File: src/rtl/dual_grant_pkg.sv
// Shared constants and helpers for the dual-slot grant scheduler.
// Slot FSM encodings are plain localparams so legacy code can use them directly.
package dual_grant_pkg;

    localparam int N_REQ = 12;
    localparam int IDX_W = 4;
    localparam logic [IDX_W-1:0] IDX_NONE = 4'hF;

    localparam logic [0:0] ST_IDLE    = 1'b0;
    localparam logic [0:0] ST_GRANTED = 1'b1;

    // IDX_NONE is outside 0..N_REQ-1, so it decodes to an all-zero vector.
    function automatic logic [N_REQ-1:0] idx_onehot(input logic [IDX_W-1:0] idx);
        logic [N_REQ-1:0] oh;
        oh = '0;
        for (int i = 0; i < N_REQ; i++) begin
            oh[i] = (idx == IDX_W'(i));
        end
        return oh;
    endfunction

endpackage

File: src/rtl/dual_grant_sched_prio_enc2.sv
// Dual priority encoder: highest and next-highest set index of a request vector.
// Pure combinational; unused outputs read IDX_NONE.
module prio_enc2
    import dual_grant_pkg::*;
(
    input  logic [N_REQ-1:0] vec_i,
    output logic [IDX_W-1:0] first_o,
    output logic [IDX_W-1:0] second_o,
    output logic             first_valid_o,
    output logic             second_valid_o
);

    // NOTE: every output gets a default before the loop so no latch is inferred.
    always_comb begin
        first_o        = IDX_NONE;
        second_o       = IDX_NONE;
        first_valid_o  = 1'b0;
        second_valid_o = 1'b0;
        // Scanning upward, each newly found bit demotes the previous winner to second.
        for (int i = 0; i < N_REQ; i++) begin
            if (vec_i[i]) begin
                second_o       = first_o;
                second_valid_o = first_valid_o;
                first_o        = IDX_W'(i);
                first_valid_o  = 1'b1;
            end
        end
    end

endmodule

File: src/rtl/dual_grant_sched.sv
// Two-slot round-robin grant scheduler with per-slot hold timeout.
// All outputs come straight from registers.
module dual_grant_sched
    import dual_grant_pkg::*;
#(
    parameter int unsigned HOLD_MAX = 8
) (
    input  logic             clk,
    input  logic             rst,
    input  logic [N_REQ-1:0] req,
    input  logic [1:0]       done,
    output logic [1:0]       gnt_valid,
    output logic [IDX_W-1:0] gnt_idx0,
    output logic [IDX_W-1:0] gnt_idx1,
    output logic [N_REQ-1:0] gnt_onehot,
    output logic [1:0]       tout
);

    localparam logic [3:0] CNT_LAST = 4'(HOLD_MAX - 1);

    logic [1:0]                  state_q, state_d;
    logic [1:0][IDX_W-1:0]       idx_q, idx_d;
    logic [1:0][3:0]             cnt_q, cnt_d;
    logic [N_REQ-1:0]            served_q, served_d;
    logic [N_REQ-1:0]            onehot_q, onehot_d;
    logic [1:0]                  tout_q, tout_d;

    logic [N_REQ-1:0] elig_raw, avail, elig;
    logic             new_round;
    logic [IDX_W-1:0] first_idx, second_idx;
    logic             first_valid, second_valid;
    logic [1:0]             grant_en;
    logic [1:0][IDX_W-1:0]  grant_idx;

    // An index already held by either slot is never eligible, even if it is releasing now.
    assign avail     = req & ~onehot_q;
    assign elig_raw  = avail & ~served_q;
    assign new_round = (elig_raw == '0) && (avail != '0);
    assign elig      = new_round ? avail : elig_raw;

    prio_enc2 u_prio_enc2 (
        .vec_i          (elig),
        .first_o        (first_idx),
        .second_o       (second_idx),
        .first_valid_o  (first_valid),
        .second_valid_o (second_valid)
    );

    always_comb begin
        grant_en  = '0;
        grant_idx = {IDX_NONE, IDX_NONE};
        if (state_q == {ST_IDLE, ST_IDLE}) begin
            grant_en  = {second_valid, first_valid};
            grant_idx = {second_idx, first_idx};
        end else if (state_q[0] == ST_IDLE) begin
            grant_en[0]  = first_valid;
            grant_idx[0] = first_idx;
        end else if (state_q[1] == ST_IDLE) begin
            grant_en[1]  = first_valid;
            grant_idx[1] = first_idx;
        end
    end

    always_comb begin
        state_d  = state_q;
        idx_d    = idx_q;
        cnt_d    = cnt_q;
        tout_d   = '0;
        served_d = new_round ? '0 : served_q;
        for (int s = 0; s < 2; s++) begin
            if (state_q[s] == ST_GRANTED) begin
                // done / req-drop win over timeout; a released slot waits one idle cycle.
                if (done[s] || ((req & idx_onehot(idx_q[s])) == '0)) begin
                    state_d[s] = ST_IDLE;
                    idx_d[s]   = IDX_NONE;
                    cnt_d[s]   = '0;
                end else if (cnt_q[s] == CNT_LAST) begin
                    state_d[s] = ST_IDLE;
                    idx_d[s]   = IDX_NONE;
                    cnt_d[s]   = '0;
                    tout_d[s]  = 1'b1;
                end else begin
                    cnt_d[s] = cnt_q[s] + 4'd1;
                end
            end else if (grant_en[s]) begin
                state_d[s] = ST_GRANTED;
                idx_d[s]   = grant_idx[s];
                cnt_d[s]   = '0;
                served_d   = served_d | idx_onehot(grant_idx[s]);
            end
        end
        onehot_d = idx_onehot(idx_d[0]) | idx_onehot(idx_d[1]);
    end

    // NOTE: state registers use non-blocking assignments so all flops update together.
    always_ff @(posedge clk or posedge rst) begin
        if (rst) begin
            state_q  <= {ST_IDLE, ST_IDLE};
            idx_q    <= {IDX_NONE, IDX_NONE};
            cnt_q    <= '0;
            served_q <= '0;
            onehot_q <= '0;
            tout_q   <= '0;
        end else begin
            state_q  <= state_d;
            idx_q    <= idx_d;
            cnt_q    <= cnt_d;
            served_q <= served_d;
            onehot_q <= onehot_d;
            tout_q   <= tout_d;
        end
    end

    assign gnt_valid  = state_q;
    assign gnt_idx0   = idx_q[0];
    assign gnt_idx1   = idx_q[1];
    assign gnt_onehot = onehot_q;
    assign tout       = tout_q;

endmodule

File: config.mk
export PLATFORM = sky130hd
export DESIGN_NAME = dual_grant_sched
export DESIGN_NICKNAME = d
export VERILOG_FILES = /design/src/rtl/dual_grant_pkg.sv /design/src/rtl/dual_grant_sched_prio_enc2.sv /design/src/rtl/dual_grant_sched.sv
export SDC_FILE = /design/constraint.sdc
export NUM_CORES = 1
export LEC_CHECK = 0
export BUFFER_PORTS_ARGS = -buffer_cell sky130_fd_sc_hd__buf_2
export CORE_ASPECT_RATIO = 2
export CORE_MARGIN = 2
export CORE_UTILIZATION = 30
export CTS_BUF_LIST = sky130_fd_sc_hd__clkbuf_2 sky130_fd_sc_hd__clkbuf_4 sky130_fd_sc_hd__clkbuf_8
export DETAILED_ROUTE_END_ITERATION = 12
export GPL_TIMING_DRIVEN = 0
export PLACE_DENSITY_LB_ADDON = 0.25
export SETUP_SLACK_MARGIN = 0.1
export SYNTH_ARGS = -nofsm -noshare
export SYNTH_HDL_FRONTEND = slang
export SYNTH_SLANG_ARGS = --single-unit
File: constraint.sdc
create_clock -name clk -period 4.1 [get_ports clk]
set_clock_uncertainty 0.15 [all_clocks]
set_input_delay 0.82 -clock clk [delete_from_list [all_inputs] [get_ports clk]]
set_output_delay 0.82 -clock clk [all_outputs]
set_load 0.005 [all_outputs]
# Word level (Yosys, flattened, before mapping)
# Index checks and enable logic that the tools add are counted.
# totals
reg_bits	44
inputBits	16
elab_cells	193
# op_classes
addsub	2
n_eq_ne	68
muxes	90
bitwise	9
reduce_logical	16
# op_table
operator	n
4-bit 2-to-1 mux	42
4-bit by 3-bit == test with 1-bit output (second input constant)	26
4-bit == test (second input constant)	24
12-bit 2-to-1 mux	6
12-bit bitwise AND	4
4-bit by 2-bit == test with 1-bit output (second input constant)	12
1-bit 2-to-1 mux	40
12-bit zero test	3
12-bit OR	3
4-bit by 1-bit == test with 1-bit output (second input constant)	6
4-bit zero test	6
12-bit NOT	2
12-bit nonzero test	1
4-bit by 1-bit adder with 4-bit output (second input constant)	2
8-bit 2-to-1 mux	1
2-bit nonzero test	2
2-bit zero test	1
1-bit logical OR	2
2-bit 2-to-1 mux	1
1-bit logical AND	1

# Depth between registers and ports, before layout
# Gate-level depths: netlist of run 1.
# depth
depth_word	28
mapped_depth	14

# Cells and area by module
# A second synthesis of run 1 with hierarchy kept.
# hier_totals
hier_cells	423
hier_area_um2	3472.1
# modules_own_cells
module	instances	cells_per_inst	area_each_um2	seq_area_each_um2
dual_grant_sched	1	305	2745.1	1111.1
prio_enc2	1	118	726.9	0.0

# Least setup slack after synthesis of run 1
# OpenSTA, ideal clock, no wires.
# synth_timing
path_kind	input -> register
from	in req[3]
to	reg onehot_q[0], in the netlist gnt_onehot[0]
t_arrival_ns	3.555
required_ns	3.849
setup_slack_ns	0.295
cell_stages	13
n_path_buf	1
path_cell_list	nor3b_2 -> a2111oi_2 -> buf_4 -> and3_4 -> nand2b_4 -> a221o_1 -> a211oi_4 -> o21ai_0 -> a2111oi_4 -> a21oi_2 -> o21ai_4 -> inv_4 -> o32ai_1
# synth_lines
item	line_no	rtl
from (decl)	dual_grant_sched.sv:10	input logic [N_REQ-1:0] req,
to (signal assigned)	dual_grant_sched.sv:109	onehot_q <= onehot_d;
to (decl)	dual_grant_sched.sv:25	logic [N_REQ-1:0] onehot_q, onehot_d;

==> results of run 1 <==
==> cell usage in the layout (no fill, tap or decap), drive strengths merged, types with 6 or more instances in the layout <==
cell type and instances:
a211oi 6, a21oi 23, dfrtp 36, a311oi 6, o21ai 30, inv 14
nand2b 17, nor2 36, nand2 47, o221ai 9, and2 6, nand3 7
o32ai 13, dfstp 8, o31ai 6, clkbuf 12, a21o 7, buf 89
nor3 10, nor3b 10, mux4 6
==> cell type report <==
class                           instances  area share
Clock buffer                            6     0.01528
Tap cell                              142     0.03558
Multi-Input combinational cell        318      0.5831
Buffer                                 12     0.01353
Timing Repair Buffer                   83      0.1115
Inverter                               14     0.01153
Sequential cell                        44      0.2225
Clock inverter                          2    0.007016
==> registers in the layout (all words and copies together) (netlist names) <==
register,flops
served_q,12
gnt_idx0,4
gnt_onehot,12
cnt_q,8
gnt_idx1,4
tout,2
gnt_valid,2
==> final timing paths <==
kind	endpoint	slack [ns]
min	cnt_q[5]	0.24
max in group asynchronous	gnt_idx1[1]	3.04
max	gnt_onehot[0]	0.04
min reg2reg	cnt_q[3]	0.34
min in group clk	cnt_q[3]	0.34
max reg2reg	gnt_onehot[0]	0.12
==> what timing repair did <==
| action | CTS | global route |
|---|---|---|
| setup buffers | 26 | 14 |
| hold endpoints to repair | 0 | 0 |
| setup endpoints to repair | 29 | 27 |
| pin swaps | 27 | 15 |
| cloned | 2 | 1 |
| resized for setup | 83 | 55 |
==> layer usage <==
metal  track usage  wire, microns  vias to the layer above
met2        0.4390           8008                      169
met3       0.01798            489                       81
met1        0.2223           4600                     1886
met4        0.1782           1281                        0
li1              -              -                     1686
met5             0              0                        -
==> through the flow <==
| step | setup TNS, ns | total power [mW] |
|---|---|---|
| finish | 0 | 4.889 |
| global placement | -19.99 | 3.130 |
| CTS | 0 | 4.297 |
| global route | -0.2852 | 5.099 |
| detailed placement | -20.37 | 3.155 |
| floorplan | 0 | 2.396 |
==> power by group through the flow <==
stage	clock network, mW	logic, mW	registers, mW
6_report	0.346	3.70	0.841
3_3_place_gp	0	2.33	0.798
5_1_grt	0.365	3.88	0.853
2_1_floorplan	0	1.66	0.740
4_1_cts	0.353	3.13	0.817
3_5_place_dp	0	2.35	0.805
==> logic make-up (layout without fill, tap and decap cells) <==
group / after synthesis / in the layout / synth area share
AND/OR/NAND/NOR: 160 / 160 / 0.2438
AO/OA/AOI/OAI: 145 / 145 / 0.3381
flip-flops: 44 / 44 / 0.3246
buffers and inverters: 26 / 117 / 0.03326
multiplexers: 7 / 7 / 0.04276
XOR/XNOR: 4 / 4 / 0.01024
adder cells (fa/ha/maj): 2 / 2 / 0.007309
==> worst max-delay path, delay by kind of cell <==
family | cells | cell delay (ns)
buf+inv | 4 | 0.60
simple gates | 3 | 0.49
compound gates | 8 | 2.19
==> impl_results.md, run 1 <==
- Count leader, synth: nand2_1
- Share of layout cells above drive strength 1: 0.4572
- Crit-path max FO: 7
- Switching power: 2.599 mW
- Commonest cells in the netlist: nand2_1, dfrtp_1, nor2_1, o21ai_0, a21oi_1
- Register area share after synthesis: 0.3246
- Netlist cell types: 80
- Initial drt markers: 251
- Synth area leader: dfrtp_1
- Vias: 3822
- Setup ws final: 0.03656 ns
- Clk sinks: 44
- Worst IR Drop VDD: 0.6518 mV
- TritonRoute pass-1 iters: 4
- Hpwl dp: 10550 microns
- CTS tree: yes
- Die width: 79.54 microns
- Mapped Cells: 388
- Clk buf depth: 2
- Synth Flop Type: dfrtp_1
- Required time worst endpoint: 4.16 ns
- Power share of the sequential group: 0.172
- Placed Area: 3816 sq um
- DRT antenna net count: 0
- Grt ovf: 0
- Crit path kind: input pin to flip-flop
- Worst EP arrival: 4.13 ns
- First-pass GRT wire length: 21430 microns
- Pleak: 1.989 nW
- Startpoint types: input pin
- GRT Total Usage: 0.2324
- Syn_nets: 406
- Max Clock Freq: 246.1 MHz
- Max_slew headroom: 0.1712
- Pre-CTS setup slack: -0.9863 ns
- #FFs+latches synth: 44
- Die H: 155.1 microns
- Share of the synthesized area in the top cell type: 0.2632
- Unrepaired setup endpoints after global routing: true
- Reg2Reg Launch Point: served_q[7]
- Post-layout minimum cycle time: 4.063 ns
- Reg clk slew, reported paths: 0.09 ns
- # IOs: 40
- Synth Cell Area: 3423 sq um
- Vias in the first global route: 3801
- DIE AREA: 12330 sq um
- Site row count: 55
- Outcome: complete, no violations
- Fin cells: 621
- Comb pwr share: 0.757
- HP Class: input pin to asynchronous set/reset pin
- Final setup fails: 0
- Dpl cells: 570
- Power Density: 979.0 nW/um^2
- Worst-Skew Late Latency: 0.31 ns
- Final weighted congestion in routability-driven placement: 0.9235
- DRC: 0
- Final Instance Area: 4994 sq um
- Wire per inst: 23.16 microns
- Port bufs: 39
- Final-stage net count: 496
- YS warnings: 0
- Area added between synthesis and finish: 45.87%
- Max stage delay on crit path: 0.43 ns
- Switching share of power: 0.5316
- Slew @ Worst Pin: 1.232 ns
- Clock network power share: 0.071
- Worst path slowest cell: a221o_1
- Worst Setup SP: req[3]
- Register Area: 1111 sq um
- Async S/R FF share, synth: 1.000
- Largest net degree at the start of global routing: 39
- Final Hold Fails: 0
- Initial antenna violation count: 0
- Util after Layout: 0.4452
- Syn Area/Cell: 8.823 sq um
- Antenna cells: 0
- Post-synth EDFFs: 0
- Sequence of cells on the critical path: buf_6, nor3b_4, a2111oi_4, buf_4, and3_4, nand2b_4, a221o_1, a211oi_4, buf_6, o22ai_4, a2111oi_4, a21oi_4, o21ai_4, inv_4, o32ai_4
- Final WL: 14380 microns
- Hold-fix buffers at CTS: 0
- Final hold slack: 0.2354 ns
- Multi-input gate area: 2912 sq um
- Core region area: 11220 sq um
- Fillers: 1048
- Period Utilization, post-route: 0.9911
- Total clock buffers created by CTS: 5
- H-Tree Depth: 2
- Initial Util: 0.3052
- CTS root buffer: clkbuf_8
- Max-Cap Viols: 0
- R2R depth: 14
- Worst setup EP type: flip-flop
- Power Internal: 2.290 mW
- DR vias/cell: 6.155
- Pins Over Slew Limit: 0
- Synth top area cells: dfrtp_1, dfstp_2, nand2_1
Note: power is estimated with default switching activity, not from simulation.
==> run 2: changes to the inputs <==
--- a/config.mk
+++ b/config.mk
@@ -9,7 +9,7 @@
 export CORE_ASPECT_RATIO = 2
 export CORE_MARGIN = 2
 export CORE_UTILIZATION = 30
-export CTS_BUF_LIST = sky130_fd_sc_hd__clkbuf_2 sky130_fd_sc_hd__clkbuf_4 sky130_fd_sc_hd__clkbuf_8
+export CTS_BUF_LIST = sky130_fd_sc_hd__clkbuf_16
 export DETAILED_ROUTE_END_ITERATION = 12
 export GPL_TIMING_DRIVEN = 0
 export PLACE_DENSITY_LB_ADDON = 0.25
==> impl_results.md, run 2 (synthesis gave the netlist of run 1 again) <==
- Outcome: complete, but fails checks (was complete, no violations)
- Failing checks: setup timing
- Commonest non-fill, non-tap cells in the layout: buf_4, nand2_1, buf_2 (was nand2_1, buf_4, buf_2)
- Clk buf depth: 2 (unchanged)
- CTS tree: yes (unchanged)
- DR vias/cell: 6.106 (was 6.155)
- Worst EP arrival: 4.14 ns (was 4.13 ns)
- Share of layout cells above drive strength 1: 0.5040 (was 0.4572)
- DRT antenna net count: 0 (unchanged)
- Setup ws final: -0.003949 ns (was 0.03656 ns)
- Pins Over Slew Limit: 0 (unchanged)
- Site row count: 55 (unchanged)
- Hold-fix buffers at CTS: 0 (unchanged)
- Startpoint types: input pin (unchanged)
- Final Hold Fails: 0 (unchanged)
- Wire per inst: 23.02 microns (was 23.16 microns)
- Slew @ Worst Pin: 1.208 ns (was 1.232 ns)
- Worst-Skew Late Latency: 0.29 ns (was 0.31 ns)
- Power Density: 996.5 nW/um^2 (was 979.0 nW/um^2)
- CTS root buffer: clkbuf_16 (was clkbuf_8)
- GRT Total Usage: 0.2330 (was 0.2324)
- Die H: 155.1 microns (unchanged)
- Final WL: 14820 microns (was 14380 microns)
- Port bufs: 39 (unchanged)
- Clk sinks: 44 (unchanged)
- Post-layout minimum cycle time: 4.104 ns (was 4.063 ns)
- Final-stage net count: 519 (was 496)
- Final weighted congestion in routability-driven placement: 0.9235 (unchanged)
- TritonRoute pass-1 iters: 5 (was 4)
- Antenna cells: 0 (unchanged)
- Initial drt markers: 284 (was 251)
- Total clock buffers created by CTS: 5 (unchanged)
- Dpl cells: 570 (unchanged)
- DRC: 0 (unchanged)
- Final hold slack: 0.2582 ns (was 0.2354 ns)
- Vias: 3932 (was 3822)
- Unrepaired setup endpoints after global routing: true (unchanged)
- Die width: 79.54 microns (unchanged)
- # IOs: 40 (unchanged)
- Max_slew headroom: 0.1870 (was 0.1712)
- Initial antenna violation count: 0 (unchanged)
- Crit-path max FO: 7 (unchanged)
- DIE AREA: 12330 sq um (unchanged)
- Area added between synthesis and finish: 57.46% (was 45.87%)
- HP Class: input pin to asynchronous set/reset pin (unchanged)
- H-Tree Depth: 2 (unchanged)
- Required time worst endpoint: 4.14 ns (was 4.16 ns)
- Final setup fails: 3 (was 0)
- Reg clk slew, reported paths: 0.07 ns (was 0.09 ns)
- Worst setup EP type: flip-flop (unchanged)
- Fin cells: 644 (was 621)
- Period Utilization, post-route: 1.001 (was 0.9911)
- Pleak: 2.165 nW (was 1.989 nW)
- Worst IR Drop VDD: 0.6173 mV (was 0.6518 mV)
- Largest net degree at the start of global routing: 39 (unchanged)
- Power after layout: 5.372 mW (was 4.889 mW)
- Grt ovf: 0 (unchanged)
- Max Clock Freq: 243.7 MHz (was 246.1 MHz)
- Max-Cap Viols: 0 (unchanged)
- First-pass GRT wire length: 21450 microns (was 21430 microns)
- Core region area: 11220 sq um (unchanged)
- Hpwl dp: 10550 microns (unchanged)
- Vias in the first global route: 3806 (was 3801)
- Crit path kind: input pin to flip-flop (unchanged)
- Leading cell type in the layout, fill and taps excluded: buf_4 (was nand2_1)
- Initial Util: 0.3052 (unchanged)
run 2: cell count changes in the layout (fill, tap and decap cells not counted), moves of 4 or more:
cell,before,now
clkbuf_16,0,6
clkbuf_8,5,0
o32ai_1,4,0
o32ai_2,6,10
buf_4,42,62
run 2: critical path: stages:
cell and delay [ns]:
buf_8 0.10, nor3b_4 0.15, a2111oi_4 0.44, buf_4 0.22, buf_4 0.12, nand3_4 0.10, buf_12 0.17, o32ai_4 0.25
a21oi_2 0.11, o21ai_2 0.21, a311oi_2 0.17, a2111oi_4 0.43, o31ai_4 0.15, o21ai_4 0.20, clkinv_4 0.18, o32ai_2 0.31
run 2: layout make-up:
cell class / instances / area [sq um]
Tap cell: 142 / 177.7
Multi-Input combinational cell: 318 / 3028
Clock buffer: 5 / 125.1
Fill cell: 989 / 5827
Sequential cell: 44 / 1111
Buffer: 12 / 87.58
Inverter: 14 / 62.56
Clock inverter: 3 / 38.79
Timing Repair Buffer: 106 / 759.5
run 2: path summary, 6_finish.rpt:
path                        startpoint            end  slack [ns]  cells past startpoint
hold / removal                     rst       cnt_q[5]        0.26                      2
min in group clk              cnt_q[3]       cnt_q[3]        0.33                      1
setup / recovery                req[3]  gnt_onehot[5]      -0.004                     16
max in group asynchronous          rst    gnt_idx1[1]        3.02                      3
hold reg to reg               cnt_q[3]       cnt_q[3]        0.33                      1
setup reg to reg           served_q[8]  gnt_onehot[5]        0.11                     15
run 2: layer usage:
layer  vias to the layer above  GRT usage  part of all wire
li1                       1738          -                 -
met1                      1929     0.2253              0.33
met2                       198     0.4358              0.56
met3                        67    0.01856             0.038
met4                         0     0.1814             0.076
met5                         -          0                 0
run 2: stage by stage:
step | utilization | setup WS (ns) | area [sq um] | TNS, ns
2_1_floorplan | - | 0.2947 | 3423 | 0
3_3_place_gp | 0.3384 | -0.9988 | 3796 | -19.99
3_5_place_dp | 0.3402 | -0.9863 | 3816 | -20.37
4_1_cts | 0.4155 | 0.09050 | 4661 | 0
5_1_grt | 0.4805 | -0.08140 | 5390 | -0.6031
6_report | 0.4805 | -0.003949 | 5390 | -0.007629
run 2: repair_timing:
| action | CTS | global route |
|---|---|---|
| endpoints found under the setup margin | 30 | 28 |
| cloned | 2 | 2 |
| gates resized for setup | 87 | 80 |
| pin swaps | 26 | 22 |
| buffers inserted | 26 | 37 |
run 2: power by group:
group	internal (mW)	switching [mW]	leakage, nW	total (mW)
clock network	0.284	0.169	0.0850	0.454
logic	1.73	2.33	1.53	4.06
registers	0.607	0.249	0.546	0.856
